$ cat src/rtl/if_pkg.sv
// Shared definitions for the instruction-fetch stage: state encoding,
// word size and the default reset PC.
package if_pkg;

  typedef enum logic [1:0] {
    IDLE  = 2'd0,
    FETCH = 2'd1,
    HOLD  = 2'd2,
    DROP  = 2'd3
  } fetch_state_t;

  localparam int unsigned WORD_BYTES       = 4;
  localparam logic [31:0] DEFAULT_RESET_PC = 32'h0000_0000;
  localparam logic [31:0] WORD_MASK        = ~(32'(WORD_BYTES) - 32'd1);

endpackage

$ cat src/rtl/if_fetch_unit.sv
// Instruction-fetch stage: owns the PC, fetches words over a req/ack memory
// port and drives the IF/ID register, with stall, redirect and a one-deep hold buffer.
//
// state | meaning
// IDLE  | first cycle out of reset, no request yet
// FETCH | request outstanding at PC
// HOLD  | instruction captured during a stall, waiting for ID
// DROP  | redirected with a request in flight; waiting to swallow its ack
module if_fetch_unit
  import if_pkg::*;
#(
  parameter logic [31:0] RESET_PC = DEFAULT_RESET_PC
) (
  input  logic        Clk,
  input  logic        Rst_n,
  input  logic        Stall,
  input  logic        Redirect,
  input  logic [31:0] Redirect_PC,
  output logic        IMem_Req,
  output logic [31:0] IMem_Addr,
  input  logic        IMem_Ack,
  input  logic [31:0] IMem_Data,
  output logic [31:0] Instruction_out,
  output logic [31:0] PC_out,
  output logic        Valid_out
);

  fetch_state_t state, state_next;

  logic [31:0] pc, pc_next;
  logic [31:0] drop_addr, drop_addr_next;
  logic [31:0] hold_instr, hold_instr_next;
  logic [31:0] hold_pc, hold_pc_next;
  logic [31:0] instr_next, pc_out_next;
  logic        valid_next;

  logic [31:0] pc_inc;
  logic [31:0] target_pc;

  assign pc_inc    = pc + 32'(WORD_BYTES);
  assign target_pc = Redirect_PC & WORD_MASK;

  always_ff @(posedge Clk or negedge Rst_n) begin
    if (!Rst_n) begin
      state           <= IDLE;
      pc              <= RESET_PC;
      drop_addr       <= RESET_PC;
      hold_instr      <= 32'd0;
      hold_pc         <= 32'd0;
      Instruction_out <= 32'd0;
      PC_out          <= 32'd0;
      Valid_out       <= 1'b0;
    end else begin
      state           <= state_next;
      pc              <= pc_next;
      drop_addr       <= drop_addr_next;
      hold_instr      <= hold_instr_next;
      hold_pc         <= hold_pc_next;
      Instruction_out <= instr_next;
      PC_out          <= pc_out_next;
      Valid_out       <= valid_next;
    end
  end

  always_comb begin
    state_next      = state;
    pc_next         = pc;
    drop_addr_next  = drop_addr;
    hold_instr_next = hold_instr;
    hold_pc_next    = hold_pc;
    instr_next      = Instruction_out;
    pc_out_next     = PC_out;
    valid_next      = Valid_out;
    IMem_Req        = 1'b0;
    IMem_Addr       = pc;

    unique case (state)
      IDLE: begin
        state_next = FETCH;
        if (Redirect) begin
          pc_next    = target_pc;
          valid_next = 1'b0;
        end
      end

      FETCH: begin
        IMem_Req = 1'b1;
        if (Redirect) begin
          valid_next = 1'b0;
          pc_next    = target_pc;
          if (!IMem_Ack) begin
            state_next     = DROP;
            drop_addr_next = pc;
          end
        end else if (IMem_Ack) begin
          pc_next = pc_inc;
          if (Stall) begin
            hold_instr_next = IMem_Data;
            hold_pc_next    = pc_inc;
            state_next      = HOLD;
          end else begin
            instr_next  = IMem_Data;
            pc_out_next = pc_inc;
            valid_next  = 1'b1;
          end
        end else if (!Stall) begin
          valid_next = 1'b0;
        end
      end

      HOLD: begin
        if (Redirect) begin
          valid_next = 1'b0;
          pc_next    = target_pc;
          state_next = FETCH;
        end else if (!Stall) begin
          instr_next  = hold_instr;
          pc_out_next = hold_pc;
          valid_next  = 1'b1;
          state_next  = FETCH;
        end
      end

      DROP: begin
        IMem_Req  = 1'b1;
        IMem_Addr = drop_addr;
        if (Redirect) begin
          valid_next = 1'b0;
          pc_next    = target_pc;
        end
        // The orphaned ack retires the old request even if a new redirect lands
        // the same cycle; waiting for another ack here would never end.
        if (IMem_Ack) begin
          state_next = FETCH;
        end
      end

      default: state_next = IDLE;
    endcase
  end

endmodule
$ cat config.mk
export PLATFORM = sky130hd
export DESIGN_NAME = if_fetch_unit
export DESIGN_NICKNAME = d
export VERILOG_FILES = /design/src/rtl/if_pkg.sv /design/src/rtl/if_fetch_unit.sv
export SDC_FILE = /design/constraint.sdc
export NUM_CORES = 1
export LEC_CHECK = 0
export CAP_MARGIN = 30
export CORE_MARGIN = 2
export CORE_UTILIZATION = 31
export CTS_BUF_LIST = sky130_fd_sc_hd__clkbuf_2
export CTS_CLUSTER_DIAMETER = 40
export CTS_CLUSTER_SIZE = 14
export DETAILED_ROUTE_END_ITERATION = 8
export GPL_TIMING_DRIVEN = 0
export PLACE_DENSITY_LB_ADDON = 0.15
export SYNTH_ARGS = -nofsm -noshare
export SYNTH_HDL_FRONTEND = slang
export SYNTH_SLANG_ARGS = --single-unit
$ cat constraint.sdc
create_clock -name Clk -period 5.1 [get_ports Clk]
set_clock_uncertainty 0.2 [all_clocks]
set_input_delay 1.53 -clock Clk [delete_from_list [all_inputs] [get_ports Clk]]
set_output_delay 1.53 -clock Clk [all_outputs]
set_load 0.1 [all_outputs]
# --- After elaboration in Yosys (flattened, before gate mapping) ---
# Index checks and enable logic that the tools add are counted.
word_totals:
  elab_cells: 71
  regBits: 195
  in_bits: 69
  output_inout_bits: 98
op_classes:
  mux: 33
  n_eq_ne: 16
  bitwise: 2
  n_addsub: 1
  reduce_logical: 11
op_table:
  columns: ["op", "count"]
  rows:
  - ["$mux W32", 14]
  - ["$pmux W32 S2", 3]
  - ["$add A32 B3 Y32 const B", 1]
  - ["$mux W2", 7]
  - ["$ne A2 B2 Y1 const B", 6]
  - ["$ne A3 B3 Y1 const B", 4]
  - ["$pmux W2 S4", 1]
  - ["$mux W1", 7]
  - ["$reduce_and A6 Y1", 1]
  - ["$reduce_and A5 Y1", 1]
  - ["$eq A2 B2 Y1 const B", 2]
  - ["$ne A2 B1 Y1 const B", 2]
  - ["$ne A4 B4 Y1 const B", 1]
  - ["$reduce_and A2 Y1", 2]
  - ["$reduce_and A4 Y1", 1]
  - ["$reduce_or A2 Y1", 2]
  - ["$pmux W1 S3", 1]
  - ["$reduce_and A3 Y1", 1]
  - ["$reduce_or A3 Y1", 1]
  - ["$eq A2 B1 Y1 const B", 1]
  - ["$logic_not A2 Y1", 1]
  - ["$not A1 Y1", 2]
  - ["$reduce_bool A2 Y1", 1]

# --- Longest topological paths before layout ---
# Gate-level depths: netlist of the first run.
logic_depth:
  word_depth: 5
  depth_mapped: 10
  ltp_nobuf: 7

# --- Worst setup path after synthesis of the first run ---
# No wires, ideal clock.
synth_timing:
  kind: "register to output"
  startpoint: "reg state[0]"
  endpoint: "out IMem_Addr[29]"
  t_required_ns: 3.370
  path_buffers: 2
  arrival_time_ns: 3.077
  path_slack_ns: 0.293
  path_stages_with_launch: 5
  path_cell_list: "dfrtp_1 ha_1 clkbuf_1 clkbuf_1 o21ai_0"
synth_via:
  elab_chain_cells: 2
synth_rtl:
  columns: ["element", "line", "source"]
  rows:
  - ["start, declared", "if_fetch_unit.sv:28", "fetch_state_t state, state_next;"]
  - ["start signal, assigned", "if_fetch_unit.sv:54", "state <= state_next;"]
  - ["$eq A2 B2 Y1", "if_fetch_unit.sv:77", "unique case (state)"]
  - ["$mux W32", "if_fetch_unit.sv:77", null]
  - ["end, declared", "if_fetch_unit.sv:20", "output logic [31:0] IMem_Addr,"]
# No other way between the ends.

# --- Worst setup path after layout of the first run ---
layout_timing:
  startpoint: "reg state[0]"
  endpoint: "out IMem_Addr[23]"
# The elaborated chain is that of the path after synthesis.

==> reports/metrics.yaml, run 1 <==
hold_buffers: 0
yosysTopAreaCellShare_pct: 51.5
htreeDepth: 4
peakVddDrop_mv: 0.410
ys.flop_type: "dfrtp_1"
worstHoldStart: "hold_pc[18]$_DFFE_PN0P_"
yosysMostFrequentCell: "dfrtp_1"
r2r_end: "PC_out[24]$_DFFE_PN0P_"
vias: 6848
final_hold_viol_count: 0
synth_commonest_cells: "dfrtp_1, nand2_1, mux2_2, o21ai_0, xor2_1"
antenna_found_initial: 1
cts_tree: "done"
tightest_slew_ns: 1.03
grt_pass1_vias: 6896
place_congestion: 0.772
grtUsageTotal_pct: 16.8
p_per_area_mw_per_mm2: 703
synth-simple-area-share_pct: 12.8
synth.distinct_cells: 50
r2r_start: "state[1]$_DFFE_PN0P_"
dp.cells: 1409
fin_crit_ns: 4.81
max_freq_ghz: 0.208
synth_mux_area_share_pct: 15.5
leakage_nw: 4.86
port_buffers: 160
clk_pin_slew_ns: 0.20
fp-row-count: 62
grt_max_degree: 68
whs_ns: 0.309
ys_ff_latch: 187
yosysWarningCount: 0
min_period_over_period_pct: 94.4
cp-startpoint: "state[0]$_DFFE_PN0P_"
coreArea_sq_mm: 0.0288
final_nets: 1117
yosysSeqAreaShare_pct: 51.5
grt_pass1_wl_microns: 40000
synth_edf_count: 0
setup_violations: 0
power_mw: 8.22
rrSetupSlack_ns: 2.53
die_y_microns: 175
cts.sinks: 187
max_cap_violations: 0
dieArea_sq_mm: 0.0307
synth_fa_ha_area_share_pct: 0.550
rr_worst_depth: 10
grt_setup_unrepaired: "false"
holdPathStages: 2
drc: 0
clockBufferDepth: 2
path_max_fanout: 10
slew_viol_final: 0
initial_core_util_pct: 31.6
synth_area_sq_mm: 0.00909
status: "finished, final reports clean"
hold_path_end: "hold_pc[18]$_DFFE_PN0P_"
cts-root-buf: "clkbuf_2"
routedWlPerCell_microns: 17.3
synth_cells: 852
synth_compound_area_share_pct: 9.08
synthArstFlopShare_pct: 100
post-place-ws_ns: 0.522
grt_overflow: 0
viasPerCell: 4.75
ant_nets: 0
area_delta_synth_final_pct: 28.6
worst_setup_path_end_kind: "output pin"
clk_latency_ns: 0.74
worst_slack_ns: 0.287
synthXorXnorAreaFrac_pct: 5.39
worstHoldPathType: "register to register"
worstSetupPathType: "register to output pin"
cp.arrival_ns: 3.08
synth.area.top_cells: "dfrtp_1, mux2_2, nand2_1"
cp_data_required_time_ns: 3.37
numCtsBuffers: 17
synth_top_family_by_area: "multiplexers"
slew_headroom_pct: 30.8
drt_iter0_markers: 452
synth_top_area_cell: "dfrtp_1"
wirelength_microns: 25000
cp-start-kind: "register"
avgSynthCellArea_sq_um: 10.7
die_x_microns: 175
postLayoutCoreUtil_pct: 40.6
ios: 167
firstDrtPassIters: 5
hpwl_microns: 18200
drive_above_1_share_pct: 21.1
instances_no_fill: 1441
## repair_timing
item	4_1_cts	5_1_grt
pin swaps	0	0
buffers inserted	0	0
gates cloned	0	0
resized for setup	63	25
hold endpoints to repair	0	0
endpoints found under the setup margin	29	12
## flip-flops by register name, summed over array words and instances, names as in the netlist
name / cells
Instruction_out: 32
PC_out: 30
Valid_out: 1
drop_addr: 30
hold_instr: 32
hold_pc: 30
pc: 30
state: 2
## cells in the final DEF (no fill, tap or decap), types with 2 or more instances in the layout
master | synthesis | final
bufinv_16 | 0 | 3
o211ai_1 | 3 | 3
clkdlybuf4s15_2 | 0 | 17
xnor2_1 | 17 | 17
nor2_1 | 34 | 34
clkbuf_1 | 27 | 27
nor4_2 | 2 | 2
nand4_1 | 19 | 19
nand2_1 | 123 | 123
ha_1 | 4 | 4
xor2_1 | 39 | 39
o22ai_1 | 12 | 12
nand3_1 | 26 | 26
o21ai_1 | 18 | 18
dfrtp_1 | 187 | 187
conb_1 | 1 | 4
inv_6 | 0 | 2
and3_1 | 4 | 4
clkinv_1 | 0 | 2
buf_6 | 13 | 13
mux2i_1 | 34 | 34
a21oi_1 | 24 | 24
nor2b_1 | 4 | 4
or2_2 | 2 | 2
or3_1 | 3 | 3
nand4_4 | 2 | 2
mux2_2 | 94 | 94
buf_4 | 11 | 11
o21ai_0 | 91 | 91
clkinv_4 | 0 | 3
and3_2 | 2 | 2
nor3_1 | 8 | 8
clkbuf_2 | 1 | 31
clkdlybuf4s50_1 | 0 | 130
buf_2 | 18 | 18
buf_16 | 0 | 10
nor4_4 | 2 | 2
inv_1 | 6 | 6
and4_1 | 3 | 3
## how the worst max path moves through the flow
stage,endpoint,slack (ns)
global placement,drop_addr[26]$_DFFE_PN0P_,-6.16
floorplan,IMem_Addr[29],0.29
detailed placement,IMem_Addr[28],0.52
CTS,IMem_Addr[28],-0.03
finish,IMem_Addr[23],0.29
global route,IMem_Addr[25],0.13
## metal layers
metal	GRT usage (%)	up-vias	part of all wire, %
met3	3.10	22	4.0
met2	26.0	160	44
met5	0	-	0
li1	-	3319	-
met1	23.9	3347	50
met4	4.79	0	2.0
## metrics by stage
step	setup TNS, ns	cell area, sq um
after detailed placement	0	11500
after global placement	-1147.16	11200
after CTS	-0.0307	11700
after floorplan	0	9100
after global routing	0	11700
final	0	11700
## final cells by class
type,instances,area [sq um]
fill,2888,17100
sequential,187,4680
multi-input combinational,589,3960
timing repair buffer,170,1840
tap,384,480
buffer,73,445
clock inverter,13,170
clock buffer,18,90.1
inverter,6,22.5
antenna,1,2.50
## where the power goes
| part | switching [mW] | internal, mW | total (mW) |
|---|---|---|---|
| Sequential | 0.322 | 2.09 | 2.41 |
| Combinational | 3.61 | 1.38 | 4.99 |
| Clock | 0.543 | 0.278 | 0.821 |
| Total | 4.47 | 3.75 | 8.22 |
## critical path, stage by stage, from the launching register on
cell             delay [ns]
dfrtp_1                0.45
ha_1                   0.17
clkbuf_1               0.36
clkbuf_1               0.53
mux2_2                 0.41
clkdlybuf4s15_2        0.46
## logic make-up after synthesis
family,Yosys count
flip-flops,187
XOR/XNOR,56
multiplexers,129
AND/OR/NAND/NOR,241
adder cells (fa/ha/maj),4
buffers and inverters,79
other,1
AO/OA/AOI/OAI,155
Note: power is estimated with default switching activity, not from simulation.
==> inputs of run 2 (changes only) <==
REMOVE_ABC_BUFFERS = 1   (was unset)
==> run 2 against run 1 <==
Non-clock buffer count is 64 lower. Wire length is 8.5% lower. Sequential share of layout area is 0.51 points higher. Global-route usage is 1.5 points lower. Register-to-register slack worse by 0.98 ns. Cell area is 1.3% lower. Via count is 5.1% lower. Hold slack better by 0.0042 ns. Sequential cell count stayed put. Clock-buffer cell count is 1 higher. Core utilization is 0.51 points lower.
==> reports/metrics.yaml, run 2 (synthesized netlist as in run 1, its figures left out) <==
firstDrtPassIters: 4  # was 5
grt_pass1_vias: 6431  # was 6896
crit_chain: "ha_4, mux2_2, dlygate4sd2_1"  # was ha_1, clkbuf_1, clkbuf_1, mux2_2, clkdlybuf4s15_2
routedWlPerCell_microns: 16.6  # was 17.3 microns
max_cap_violations: 0  # unchanged
postLayoutCoreUtil_pct: 40.1  # was 40.6%
whs_ns: 0.313  # was 0.309 ns
critical_path.max_stage_delay_ns: 0.88  # was 0.53 ns
grt_overflow: 0  # unchanged
worstSetupPathType: "register to output pin"  # unchanged
antenna_found_initial: 1  # unchanged
status: "finished, final reports clean"  # unchanged
rrSetupSlack_ns: 1.55  # was 2.53 ns
port_buffers: 160  # unchanged
wirelength_microns: 22900  # was 25000 microns
min_period_over_period_pct: 91.3  # was 94.4%
final_hold_viol_count: 0  # unchanged
fp-row-count: 62  # unchanged
cts-root-buf: "clkbuf_2"  # unchanged
path_max_fanout: 33  # was 10
clk_pin_slew_ns: 0.31  # was 0.20 ns
cp-start-kind: "register"  # unchanged
cp_data_required_time_ns: 3.37  # about the same
dieArea_sq_mm: 0.0307  # unchanged
initial_core_util_pct: 31.6  # unchanged
numCtsBuffers: 17  # unchanged
grt_pass1_wl_microns: 36900  # was 40000 microns
worst_setup_path_end_kind: "output pin"  # unchanged
vias: 6500  # was 6848
final_common_cell: "dfrtp_1"  # unchanged
drive_above_1_share_pct: 16.7  # was 21.1%
ant_nets: 0  # unchanged
die_y_microns: 175  # unchanged
clk_latency_ns: 0.76  # was 0.74 ns
worstHoldStart: "hold_pc[18]$_DFFE_PN0P_"  # unchanged
viasPerCell: 4.72  # was 4.75
cts.sinks: 187  # unchanged
hpwl_microns: 15100  # was 18200 microns
slew_headroom_pct: 30.4  # was 30.8%
max_freq_ghz: 0.215  # was 0.208 GHz
r2r_start: "state[0]$_DFFE_PN0P_"  # was state[1]$_DFFE_PN0P_
mostFrequentLayoutCells: "dfrtp_1, clkdlybuf4s50_1, nand2_1, mux2_2, o21ai_0"  # unchanged
grt_setup_unrepaired: "false"  # unchanged
slew_viol_final: 0  # unchanged
coreArea_sq_mm: 0.0288  # unchanged
dp.cells: 1345  # was 1409
setup_violations: 0  # unchanged
drt_iter0_markers: 422  # was 452
cp.arrival_ns: 2.93  # was 3.08 ns
nFillCells: 2876  # was 2888
die_x_microns: 175  # unchanged
grt_max_degree: 110  # was 68
instances_no_fill: 1378  # was 1441
ios: 167  # unchanged
clockBufferDepth: 2  # unchanged
cp-startpoint: "state[1]$_DFFE_PN0P_"  # was state[0]$_DFFE_PN0P_
drc: 0  # unchanged
final_nets: 1053  # was 1117
htreeDepth: 4  # unchanged
slowest_stage: "dlygate4sd2_1"  # was clkbuf_1
grtUsageTotal_pct: 15.2  # was 16.8%
fin_crit_ns: 4.66  # was 4.81 ns
place_congestion: 0.718  # was 0.772
cts_tree: "done"  # unchanged
tightest_slew_ns: 1.04  # was 1.03 ns
worstHoldPathType: "register to register"  # unchanged
largestRegisters: "Instruction_out: 32 flops, hold_instr: 32 flops"  # unchanged
cts_setup_buffers: 0  # unchanged
area_delta_synth_final_pct: 27.0  # was 28.6%
==> run 2: layout make-up <==
| class | instances | area (sq um) | share of cell area [%] |
|---|---|---|---|
| Timing Repair Buffer | 179 | 2160 | 18.7 |
| Sequential cell | 187 | 4680 | 40.5 |
| Clock inverter | 13 | 109 | 0.943 |
| Tap cell | 384 | 480 | 4.16 |
| Clock buffer | 19 | 95.1 | 0.824 |
| Antenna cell | 1 | 2.50 | 0.0217 |
| Inverter | 6 | 22.5 | 0.195 |
| Multi-Input combinational cell | 589 | 4000 | 34.6 |
==> run 2: path summary, 6_finish.rpt <==
kind | end | cells past startpoint
worst max register to register | PC_out[16]$_DFFE_PN0P_ | 8
max in group asynchronous | PC_out[16]$_DFFE_PN0P_ | 2
worst max-delay path | IMem_Addr[11] | 3
worst min-delay path | hold_pc[18]$_DFFE_PN0P_ | 2
min in group asynchronous | Instruction_out[16]$_DFFE_PN0P_ | 1
worst min register to register | hold_pc[18]$_DFFE_PN0P_ | 2
==> run 2: metal layers <==
| metal | track usage [%] | vias to the layer above | wire (microns) |
|---|---|---|---|
| met5 | 0 | - | 0 |
| met4 | 4.34 | 0 | 333 |
| met3 | 2.58 | 17 | 770 |
| met2 | 23.3 | 136 | 10300 |
| met1 | 22.1 | 3149 | 11400 |
| li1 | - | 3198 | - |
==> run 2: timing repair <==
action	4_1_cts	5_1_grt
resized for setup	2	29
gates cloned	0	0
setup endpoints to repair	30	29
hold buffers	0	0
==> run 2: worst max-delay path, delay by kind of cell (launching register included) <==
kind	cells	cell delay (ns)
adder cells (fa/ha/maj)	1	0.51
buffers and inverters	1	0.88
flip-flops	1	0.53
multiplexers	1	0.24
==> run 2: stage by stage <==
step                      setup TNS, ns  setup slack [ns]  instance area, sq um
after global placement         -1438.24             -6.27                 10700
final                                 0             0.443                 11500
after CTS                             0            0.0208                 11500
after global routing                  0             0.206                 11500
after detailed placement              0             0.390                 11300
after floorplan                       0             0.167                  8660
Power of run 2 is left out: the tool's default activity adds up to more than one toggle a clock period on the data nets, which glitch-free logic cannot reach.
